**src/rtl/cp0_pkg.sv**
```systemverilog
// cp0_pkg: shared constants, state encoding and field helpers for the CP0 exception sequencer
//   CP0 register indices, Status/Cause field positions, ExcCode values,
//   sequencer state enum, and word builders for Status and Cause.
package cp0_pkg;
    localparam logic [4:0] CP0_COMPARE = 5'd11;
    localparam logic [4:0] CP0_STATUS  = 5'd12;
    localparam logic [4:0] CP0_CAUSE   = 5'd13;
    localparam logic [4:0] CP0_EPC     = 5'd14;

    localparam int ST_IE     = 0;
    localparam int ST_EXL    = 1;
    localparam int ST_IM_LO  = 8;
    localparam int CA_EXC_LO = 2;
    localparam int CA_IP_LO  = 8;
    localparam int CA_BD     = 31;

    localparam logic [4:0] EXC_INT = 5'd0;

    typedef enum logic [1:0] {IDLE, EXC_W1, EXC_W2, ERET_W} cp0_state_e;

    function automatic logic [31:0] status_word(input logic [7:0] im, input logic exl, input logic ie);
        status_word = (32'(im) << ST_IM_LO) | (32'(exl) << ST_EXL) | (32'(ie) << ST_IE);
    endfunction

    function automatic logic [31:0] cause_word(input logic bd, input logic [7:0] ip, input logic [4:0] code);
        cause_word = (32'(bd) << CA_BD) | (32'(ip) << CA_IP_LO) | (32'(code) << CA_EXC_LO);
    endfunction
endpackage

```
**src/rtl/cp0_exc_ctrl_if.sv**
```systemverilog
// cp0_exc_ctrl_if: commit/MTC0/interrupt inputs and CP0 write-port/pipeline-control outputs
//   slave  : sequencer view (commit_*, exc_*, eret, mtc0_*, hw_int in; cp0_*, flush, redirect*, busy, exl out)
//   master : pipeline / CP0 file view (directions reversed)
interface cp0_exc_ctrl_if;
    logic        commit_valid;
    logic [31:0] commit_pc;
    logic        commit_bd;
    logic        exc_req;
    logic [4:0]  exc_code;
    logic        eret;
    logic        mtc0_we;
    logic [4:0]  mtc0_addr;
    logic [31:0] mtc0_data;
    logic [5:0]  hw_int;
    logic [1:0]  cp0_wr;
    logic [4:0]  cp0_a2;
    logic [4:0]  cp0_a3;
    logic [31:0] cp0_wd1;
    logic [31:0] cp0_wd2;
    logic        flush;
    logic        redirect;
    logic [31:0] redirect_pc;
    logic        busy;
    logic        exl;

    modport slave (
        input  commit_valid, commit_pc, commit_bd, exc_req, exc_code, eret,
               mtc0_we, mtc0_addr, mtc0_data, hw_int,
        output cp0_wr, cp0_a2, cp0_a3, cp0_wd1, cp0_wd2, flush, redirect, redirect_pc, busy, exl
    );

    modport master (
        output commit_valid, commit_pc, commit_bd, exc_req, exc_code, eret,
               mtc0_we, mtc0_addr, mtc0_data, hw_int,
        input  cp0_wr, cp0_a2, cp0_a3, cp0_wd1, cp0_wd2, flush, redirect, redirect_pc, busy, exl
    );
endinterface

```
**src/rtl/cp0_int_sync.sv**
```systemverilog
// cp0_int_sync: SYNC_STAGES-deep synchroniser for the six asynchronous hardware interrupt lines
//   clk, reset_n (async active-low) ; d[5:0] raw lines in ; q[5:0] synchronised lines out
module cp0_int_sync #(
    parameter int SYNC_STAGES = 2
) (
    input  logic       clk,
    input  logic       reset_n,
    input  logic [5:0] d,
    output logic [5:0] q
);
    logic [SYNC_STAGES-1:0][5:0] r;

    always_ff @(posedge clk or negedge reset_n) begin
        if (!reset_n) r <= '0;
        else r <= {r[SYNC_STAGES-2:0], d};
    end

    assign q = r[SYNC_STAGES-1];
endmodule

```
**src/rtl/cp0_exc_ctrl.sv**
```systemverilog
// cp0_exc_ctrl: exception/interrupt/ERET sequencer driving the two CP0 register-file write ports
//   clk, reset_n (async active-low)
//   bus (cp0_exc_ctrl_if.slave):
//     in  commit_valid/commit_pc/commit_bd, exc_req/exc_code, eret, mtc0_we/addr/data, hw_int[5:0]
//     out cp0_wr[1:0] (port1 A2/WD1, port2 A3/WD2), flush, redirect, redirect_pc, busy, exl
//   Optional CP0_TIMER_EN: internal Count/Compare timer whose sticky match flag is ORed into IP[7].
module cp0_exc_ctrl
    import cp0_pkg::*;
#(
    parameter logic [31:0] EXC_VECTOR  = 32'h0000_4180,
    parameter int          SYNC_STAGES = 2
) (
    input logic            clk,
    input logic            reset_n,
    cp0_exc_ctrl_if.slave  bus
);
    cp0_state_e  state;
    logic [7:0]  im;
    logic        ie;
    logic        exl_q;
    logic [31:0] epc;
    logic [1:0]  seq_wr;
    logic [4:0]  seq_a2;
    logic [4:0]  seq_a3;
    logic [31:0] seq_wd1;
    logic [31:0] seq_wd2;
    logic [31:0] redirect_pc_q;
    logic        flush_q;
    logic        redirect_q;
    logic        busy_q;
    logic [5:0]  hw_sync;
    logic [7:0]  ip;
    logic        timer_irq;
    logic        int_pend;
    logic        take_exc;
    logic        accept;
    logic        mtc0_go;
    logic [31:0] epc_n;
    logic [31:0] cause_n;

    cp0_int_sync #(.SYNC_STAGES(SYNC_STAGES)) u_sync (
        .clk     (clk),
        .reset_n (reset_n),
        .d       (bus.hw_int),
        .q       (hw_sync)
    );

`ifdef CP0_TIMER_EN
    logic [31:0] count;
    logic [31:0] compare;

    // A Compare write re-arms the timer, so it wins over a coincident match.
    always_ff @(posedge clk or negedge reset_n) begin
        if (!reset_n) begin
            count     <= '0;
            compare   <= '0;
            timer_irq <= 1'b0;
        end else begin
            count <= count + 32'd1;
            if (mtc0_go && bus.mtc0_addr == CP0_COMPARE) begin
                compare   <= bus.mtc0_data;
                timer_irq <= 1'b0;
            end else if (count == compare) begin
                timer_irq <= 1'b1;
            end
        end
    end
`else
    assign timer_irq = 1'b0;
`endif

    assign ip       = {hw_sync[5] | timer_irq, hw_sync[4:0], 2'b00};
    assign int_pend = ie & ~exl_q & |(ip & im);
    assign take_exc = int_pend | bus.exc_req;
    assign accept   = state == IDLE && bus.commit_valid && (take_exc || bus.eret);
    // MTC0 belongs to the committing instruction, so any accepted event squashes it.
    assign mtc0_go  = reset_n & (state == IDLE) & ~accept & bus.mtc0_we;
    assign epc_n    = bus.commit_bd ? bus.commit_pc - 32'd4 : bus.commit_pc;
    assign cause_n  = cause_word(bus.commit_bd, ip, int_pend ? EXC_INT : bus.exc_code);

    always_ff @(posedge clk or negedge reset_n) begin
        if (!reset_n) begin
            state         <= IDLE;
            im            <= '0;
            ie            <= 1'b0;
            exl_q         <= 1'b0;
            epc           <= '0;
            seq_wr        <= '0;
            seq_a2        <= '0;
            seq_a3        <= '0;
            seq_wd1       <= '0;
            seq_wd2       <= '0;
            flush_q       <= 1'b0;
            redirect_q    <= 1'b0;
            redirect_pc_q <= '0;
            busy_q        <= 1'b0;
        end else begin
            seq_wr        <= '0;
            seq_a2        <= '0;
            seq_a3        <= '0;
            seq_wd1       <= '0;
            seq_wd2       <= '0;
            flush_q       <= 1'b0;
            redirect_q    <= 1'b0;
            redirect_pc_q <= '0;
            busy_q        <= 1'b0;
            unique case (state)
                IDLE: begin
                    if (accept && take_exc) begin
                        state         <= EXC_W1;
                        seq_wr        <= 2'b11;
                        seq_a2        <= CP0_EPC;
                        seq_wd1       <= epc_n;
                        seq_a3        <= CP0_CAUSE;
                        seq_wd2       <= cause_n;
                        flush_q       <= 1'b1;
                        redirect_q    <= 1'b1;
                        redirect_pc_q <= EXC_VECTOR;
                        busy_q        <= 1'b1;
                    end else if (accept) begin
                        state         <= ERET_W;
                        seq_wr        <= 2'b01;
                        seq_a3        <= CP0_STATUS;
                        seq_wd2       <= status_word(im, 1'b0, ie);
                        flush_q       <= 1'b1;
                        redirect_q    <= 1'b1;
                        redirect_pc_q <= epc;
                        busy_q        <= 1'b1;
                    end else if (mtc0_go) begin
                        if (bus.mtc0_addr == CP0_STATUS) begin
                            im    <= bus.mtc0_data[ST_IM_LO +: 8];
                            exl_q <= bus.mtc0_data[ST_EXL];
                            ie    <= bus.mtc0_data[ST_IE];
                        end
                        if (bus.mtc0_addr == CP0_EPC) epc <= bus.mtc0_data;
                    end
                end
                EXC_W1: begin
                    // seq_wd1 still holds the EPC being written this cycle.
                    epc     <= seq_wd1;
                    state   <= EXC_W2;
                    seq_wr  <= 2'b01;
                    seq_a3  <= CP0_STATUS;
                    seq_wd2 <= status_word(im, 1'b1, ie);
                    busy_q  <= 1'b1;
                end
                EXC_W2: begin
                    exl_q <= 1'b1;
                    state <= IDLE;
                end
                ERET_W: begin
                    exl_q <= 1'b0;
                    state <= IDLE;
                end
                default: state <= IDLE;
            endcase
        end
    end

    assign bus.cp0_wr      = mtc0_go ? 2'b10 : seq_wr;
    assign bus.cp0_a2      = mtc0_go ? bus.mtc0_addr : seq_a2;
    assign bus.cp0_wd1     = mtc0_go ? bus.mtc0_data : seq_wd1;
    assign bus.cp0_a3      = seq_a3;
    assign bus.cp0_wd2     = seq_wd2;
    assign bus.flush       = flush_q;
    assign bus.redirect    = redirect_q;
    assign bus.redirect_pc = redirect_pc_q;
    assign bus.busy        = busy_q;
    assign bus.exl         = exl_q;
endmodule

```
**src/flat_wrapper.sv**
```systemverilog
// flat-port wrapper written by rule: the top's interface ports become plain ports
module cp0_exc_ctrl_flat import cp0_pkg::*;
#(
    parameter logic [31:0] EXC_VECTOR  = 32'h0000_4180,
    parameter int          SYNC_STAGES = 2
)
  (clk, reset_n, bus_commit_valid, bus_commit_pc, bus_commit_bd, bus_exc_req, bus_exc_code, bus_eret, bus_mtc0_we, bus_mtc0_addr, bus_mtc0_data, bus_hw_int, bus_cp0_wr, bus_cp0_a2, bus_cp0_a3, bus_cp0_wd1, bus_cp0_wd2, bus_flush, bus_redirect, bus_redirect_pc, bus_busy, bus_exl);
  cp0_exc_ctrl_if bus_i ();
  input logic clk;
  input logic reset_n;
  input wire logic [$bits(bus_i.commit_valid)-1:0] bus_commit_valid;
  input wire logic [$bits(bus_i.commit_pc)-1:0] bus_commit_pc;
  input wire logic [$bits(bus_i.commit_bd)-1:0] bus_commit_bd;
  input wire logic [$bits(bus_i.exc_req)-1:0] bus_exc_req;
  input wire logic [$bits(bus_i.exc_code)-1:0] bus_exc_code;
  input wire logic [$bits(bus_i.eret)-1:0] bus_eret;
  input wire logic [$bits(bus_i.mtc0_we)-1:0] bus_mtc0_we;
  input wire logic [$bits(bus_i.mtc0_addr)-1:0] bus_mtc0_addr;
  input wire logic [$bits(bus_i.mtc0_data)-1:0] bus_mtc0_data;
  input wire logic [$bits(bus_i.hw_int)-1:0] bus_hw_int;
  output wire logic [$bits(bus_i.cp0_wr)-1:0] bus_cp0_wr;
  output wire logic [$bits(bus_i.cp0_a2)-1:0] bus_cp0_a2;
  output wire logic [$bits(bus_i.cp0_a3)-1:0] bus_cp0_a3;
  output wire logic [$bits(bus_i.cp0_wd1)-1:0] bus_cp0_wd1;
  output wire logic [$bits(bus_i.cp0_wd2)-1:0] bus_cp0_wd2;
  output wire logic [$bits(bus_i.flush)-1:0] bus_flush;
  output wire logic [$bits(bus_i.redirect)-1:0] bus_redirect;
  output wire logic [$bits(bus_i.redirect_pc)-1:0] bus_redirect_pc;
  output wire logic [$bits(bus_i.busy)-1:0] bus_busy;
  output wire logic [$bits(bus_i.exl)-1:0] bus_exl;
  assign bus_i.commit_valid = bus_commit_valid;
  assign bus_i.commit_pc = bus_commit_pc;
  assign bus_i.commit_bd = bus_commit_bd;
  assign bus_i.exc_req = bus_exc_req;
  assign bus_i.exc_code = bus_exc_code;
  assign bus_i.eret = bus_eret;
  assign bus_i.mtc0_we = bus_mtc0_we;
  assign bus_i.mtc0_addr = bus_mtc0_addr;
  assign bus_i.mtc0_data = bus_mtc0_data;
  assign bus_i.hw_int = bus_hw_int;
  assign bus_cp0_wr = bus_i.cp0_wr;
  assign bus_cp0_a2 = bus_i.cp0_a2;
  assign bus_cp0_a3 = bus_i.cp0_a3;
  assign bus_cp0_wd1 = bus_i.cp0_wd1;
  assign bus_cp0_wd2 = bus_i.cp0_wd2;
  assign bus_flush = bus_i.flush;
  assign bus_redirect = bus_i.redirect;
  assign bus_redirect_pc = bus_i.redirect_pc;
  assign bus_busy = bus_i.busy;
  assign bus_exl = bus_i.exl;
  cp0_exc_ctrl #(.EXC_VECTOR(EXC_VECTOR), .SYNC_STAGES(SYNC_STAGES)) u_core (.clk(clk), .reset_n(reset_n), .bus(bus_i));
endmodule
```
**config.mk**
```make
export PLATFORM = sky130hd
export DESIGN_NAME = cp0_exc_ctrl_flat
export DESIGN_NICKNAME = d
export VERILOG_FILES = /design/src/rtl/cp0_pkg.sv /design/src/rtl/cp0_exc_ctrl_if.sv /design/src/rtl/cp0_int_sync.sv /design/src/rtl/cp0_exc_ctrl.sv /design/src/flat_wrapper.sv
export SDC_FILE = /design/constraint.sdc
export NUM_CORES = 1
export LEC_CHECK = 0
export ABC_CLOCK_PERIOD_IN_PS = 4200
export BUFFER_PORTS_ARGS = -buffer_cell sky130_fd_sc_hd__buf_2
export CAP_MARGIN = 20
export CORE_ASPECT_RATIO = 0.75
export CORE_MARGIN = 4
export CORE_UTILIZATION = 40
export DETAILED_ROUTE_END_ITERATION = 12
export PLACE_DENSITY = 0.63
export SLEW_MARGIN = 20
export SYNTH_ARGS = -nofsm -noshare
export SYNTH_HDL_FRONTEND = slang
export SYNTH_SLANG_ARGS = --single-unit
```
**constraint.sdc**
```tcl
create_clock -name clk -period 4.2 [get_ports clk]
set_input_delay 0.84 -clock clk [delete_from_list [all_inputs] [get_ports clk]]
set_output_delay 0.84 -clock clk [all_outputs]
set_load 0.1 [all_outputs]
```
==> impl_metrics.py <==
metrics = {
    "clock_tree": {
        "postCtsHoldBufs": 0,
        "cts_num_sinks": 141,
        "h-tree-depth": 4,
        "root_buffer": "clkbuf_16",
        "postCtsSetupRepairBufs": 0,
        "cts_tree": "done",
        "cts_inserted_buffers": 17,
        "cts.clk_slew.worst_paths_ps": 60,
        "clock_latency_ps": 410,
        "clk_path_buf_depth": 2,
        "cts_resized": 0,
    },
    "logic_synthesis": {
        "yosys-top-cells-area": "dfrtp_1 (56%), mux2_2 (14%), mux2_1 (5.4%)",
        "synth.cells.most_frequent": "dfrtp_1 (141), mux2_2 (78), and2_1 (43)",
        "synth_cells": 502,
        "ys_warn_count": 0,
        "ys_async_sr_fraction_pct": 100,
        "yosysTopAreaCell": "dfrtp_1",
        "post-synth-top-count-cell": "dfrtp_1",
        "synth_top_area_share_pct": 56.2,
        "ys_seq_elements": 141,
        "syn_avg_cell_area_sq_um": 12.5,
        "synth_top_flop_cell": "dfrtp_1",
        "synth_edf_count": 0,
        "netlist_area_sq_um": 6280,
        "seq_area_frac_synth_pct": 56.2,
        "yosysUniqueCellTypes": 43,
    },
    "grt": {
        "gr-total-overflow": 0,
        "grt_max_degree": 142,
        "grt_use_total_pct": 17.9,
        "first_global_vias": 4545,
        "grt_pass1_wl_um": 24800,
        "antenna_found_initial": 0,
    },
    "setup_path": {
        "cp.required_ps": 4490,
        "ff2ff_setup_slack_ps": 610,
        "crit_path_max_fanout": 34,
        "cp_data_arrival_time_ps": 3880,
        "crit_start": "u_core.im[5]$_DFFE_PN0P_",
        "reg2reg_to": "u_core.epc[26]$_DFFE_PN0P_",
        "r2r_start": "u_core.im[5]$_DFFE_PN0P_",
        "critPathLaunchType": "register",
        "crit_type": "register to register",
        "worstSetupEndpointType": "register",
        "reg2reg_depth": 6,
    },
    "placement": {
        "portBuffers": 180,
        "dp_hpwl_um": 11200,
        "post-place-ws_ps": 579,
        "gp_congestion": 0.799,
    },
    "routing": {
        "vias": 4394,
        "routed.top_layer": "met4",
        "drtPass1Iterations": 4,
        "wl_met1_um": 7140,
        "detail_route.wl_per_cell_um": 17.4,
        "route.met3.wl_um": 1280,
        "antenna_left": 0,
        "drt_iter0_drc": 192,
        "dr_wl_met2_um": 6940,
        "drt_wl_total_um": 15600,
        "vias_per_cell": 4.90,
        "drc_errors": 0,
    },
    "timing": {
        "setup_ws_ps": 615,
        "tightest_slew_ps": 1070,
        "setup_viol": 0,
        "rsz0062_at_grt": "no",
        "hold_viol_final": 0,
        "finalMaxSlewViolations": 0,
        "min_period_ps": 3590,
        "fmax_mhz": 279,
        "finalSetupTns_ps": 0,
        "timing.slew.headroom_pct": 28.2,
        "post-route-period-util_pct": 85.4,
        "skew_ps": 8.50,
    },
    "floorplanning": {
        "die_y_um": 117,
        "pin_count": 199,
        "rows": 39,
        "initial_utilization_pct": 41.0,
        "die_width_um": 153,
        "core_sq_um": 15300,
        "dieArea_sq_um": 17800,
    },
    "final_layout": {
        "n_antenna_cell": 0,
        "areaGrowthSynthToFinish_pct": 34.2,
        "fin_nets": 770,
        "drive_above_1_share_pct": 43.8,
    },
    "status": {
        "status": "finished clean",
    },
    "power_and_ir_drop": {
        "ir_drop_mv": 0.267,
        "power.density_nw_per_um2": 527,
        "p_leak_nw": 4.09,
    },
    "worst_hold_path": {
        "holdPathStages": 0,
        "hold_class": "register to register",
        "min_to": "u_core.u_sync.q[0]$_DFF_PN0_",
        "worstHoldStart": "u_core.u_sync.r[0]$_DFF_PN0_",
    },
    "job": {
        "max_cap_viol_count": 0,
    },
}
state kept, by name (all words and copies together), names as in the netlist:
signal and count:
u_core.bus.redirect_pc 32, u_core.epc 32, u_core.seq_wd1 32, u_core.bus.cp0_wd2 16, u_core.im 8, u_core.u_sync.q 6
u_core.u_sync.r 6, u_core.state 2, u_core.bus.busy 1, u_core.bus.cp0_a3 1, u_core.bus.exl 1, u_core.bus.flush 1
u_core.ie 1, u_core.seq_a2 1, u_core.seq_wr 1
worst max path at each step:
stage / slack, ps / endpoint / depth (start not counted)
floorplan: 80 / bus_cp0_a2[0] / 6
global placement: 710 / u_core.epc[19]$_DFFE_PN0P_ / 6
detailed placement: 580 / u_core.epc[26]$_DFFE_PN0P_ / 6
CTS: 580 / u_core.epc[26]$_DFFE_PN0P_ / 6
global route: 430 / u_core.epc[21]$_DFFE_PN0P_ / 6
finish: 610 / u_core.epc[26]$_DFFE_PN0P_ / 6
placed cells by master, fill, tap and decap left out, drive strengths merged, types with 4 or more instances in the layout:
| cell type | netlist | routed |
|---|---|---|
| buf | 26 | 187 |
| dfrtp | 141 | 141 |
| mux2 | 108 | 108 |
| and2 | 43 | 43 |
| nor2 | 41 | 41 |
| clkbuf | 17 | 23 |
| xnor2 | 21 | 21 |
| conb | 1 | 18 |
| nor3 | 13 | 13 |
| nand2 | 12 | 12 |
| nor4 | 10 | 10 |
| a21oi | 10 | 10 |
| a22o | 9 | 9 |
| inv | 7 | 7 |
| o21ai | 6 | 6 |
| or3 | 5 | 5 |
| nor4b | 4 | 4 |
| xor2 | 4 | 4 |
| or4 | 4 | 4 |
final cells by class:
type / count / area, sq um
inverters: 7 / 26.3
fillers: 1314 / 6890
well taps: 205 / 256
flip-flops and latches: 141 / 3530
repair buffers: 187 / 1480
multi-input cells: 328 / 2560
clock inverters: 6 / 86.3
clock buffers: 23 / 488
critical path, cell delays in order, from the launching register on:
cell and delay (ps):
dfrtp_1 390, a22o_1 250, o31a_1 380, o21ai_4 750
inv_2 280, or3_2 930, mux2_1 460
cells by family (layout without fill, tap and decap cells):
group                      count (synthesis)  in the layout  share of synthesized area, %
DFF                                      141            141                          56.2
muxes                                    108            108                          19.4
buffers and inverters                     50            223                          4.60
AOI/OAI and AO/OA                         32             32                          3.50
adders and majority gates                  1              1                         0.199
xor gates and xnor gates                  25             25                          3.48
and+or+nand+nor                          144            144                          12.6
other                                      1             18                        0.0597
power by group:
part           leakage [nW]  internal (W)  switching [W]
sequential             1.84       0.00158       0.000103
combinational          1.97      0.000399       0.000905
clock                 0.281      0.000926       0.000534
layer usage:
metal / global-route usage [%] / up-vias
li1: - / 2059
met1: 24.3 / 2135
met2: 26.8 / 183
met3: 6.33 / 17
met4: 6.23 / 0
met5: 0 / -
stage by stage:
| stage | area [sq um] | total power [W] | std cells | utilization (%) | hold slack [ps] |
|---|---|---|---|---|---|
| 2_1_floorplan | 6350 | 0.00265 | 519 | - | 331 |
| 3_3_place_gp | 7860 | 0.00299 | 868 | 51.3 | 347 |
| 3_5_place_dp | 7860 | 0.00302 | 868 | 51.3 | 346 |
| 4_1_cts | 8430 | 0.00450 | 897 | 55.0 | 359 |
| 5_1_grt | 8430 | 0.00464 | 897 | 55.0 | 366 |
| 6_report | 8430 | 0.00445 | 897 | 55.0 | 356 |
Power figures use the tool's default switching activity.
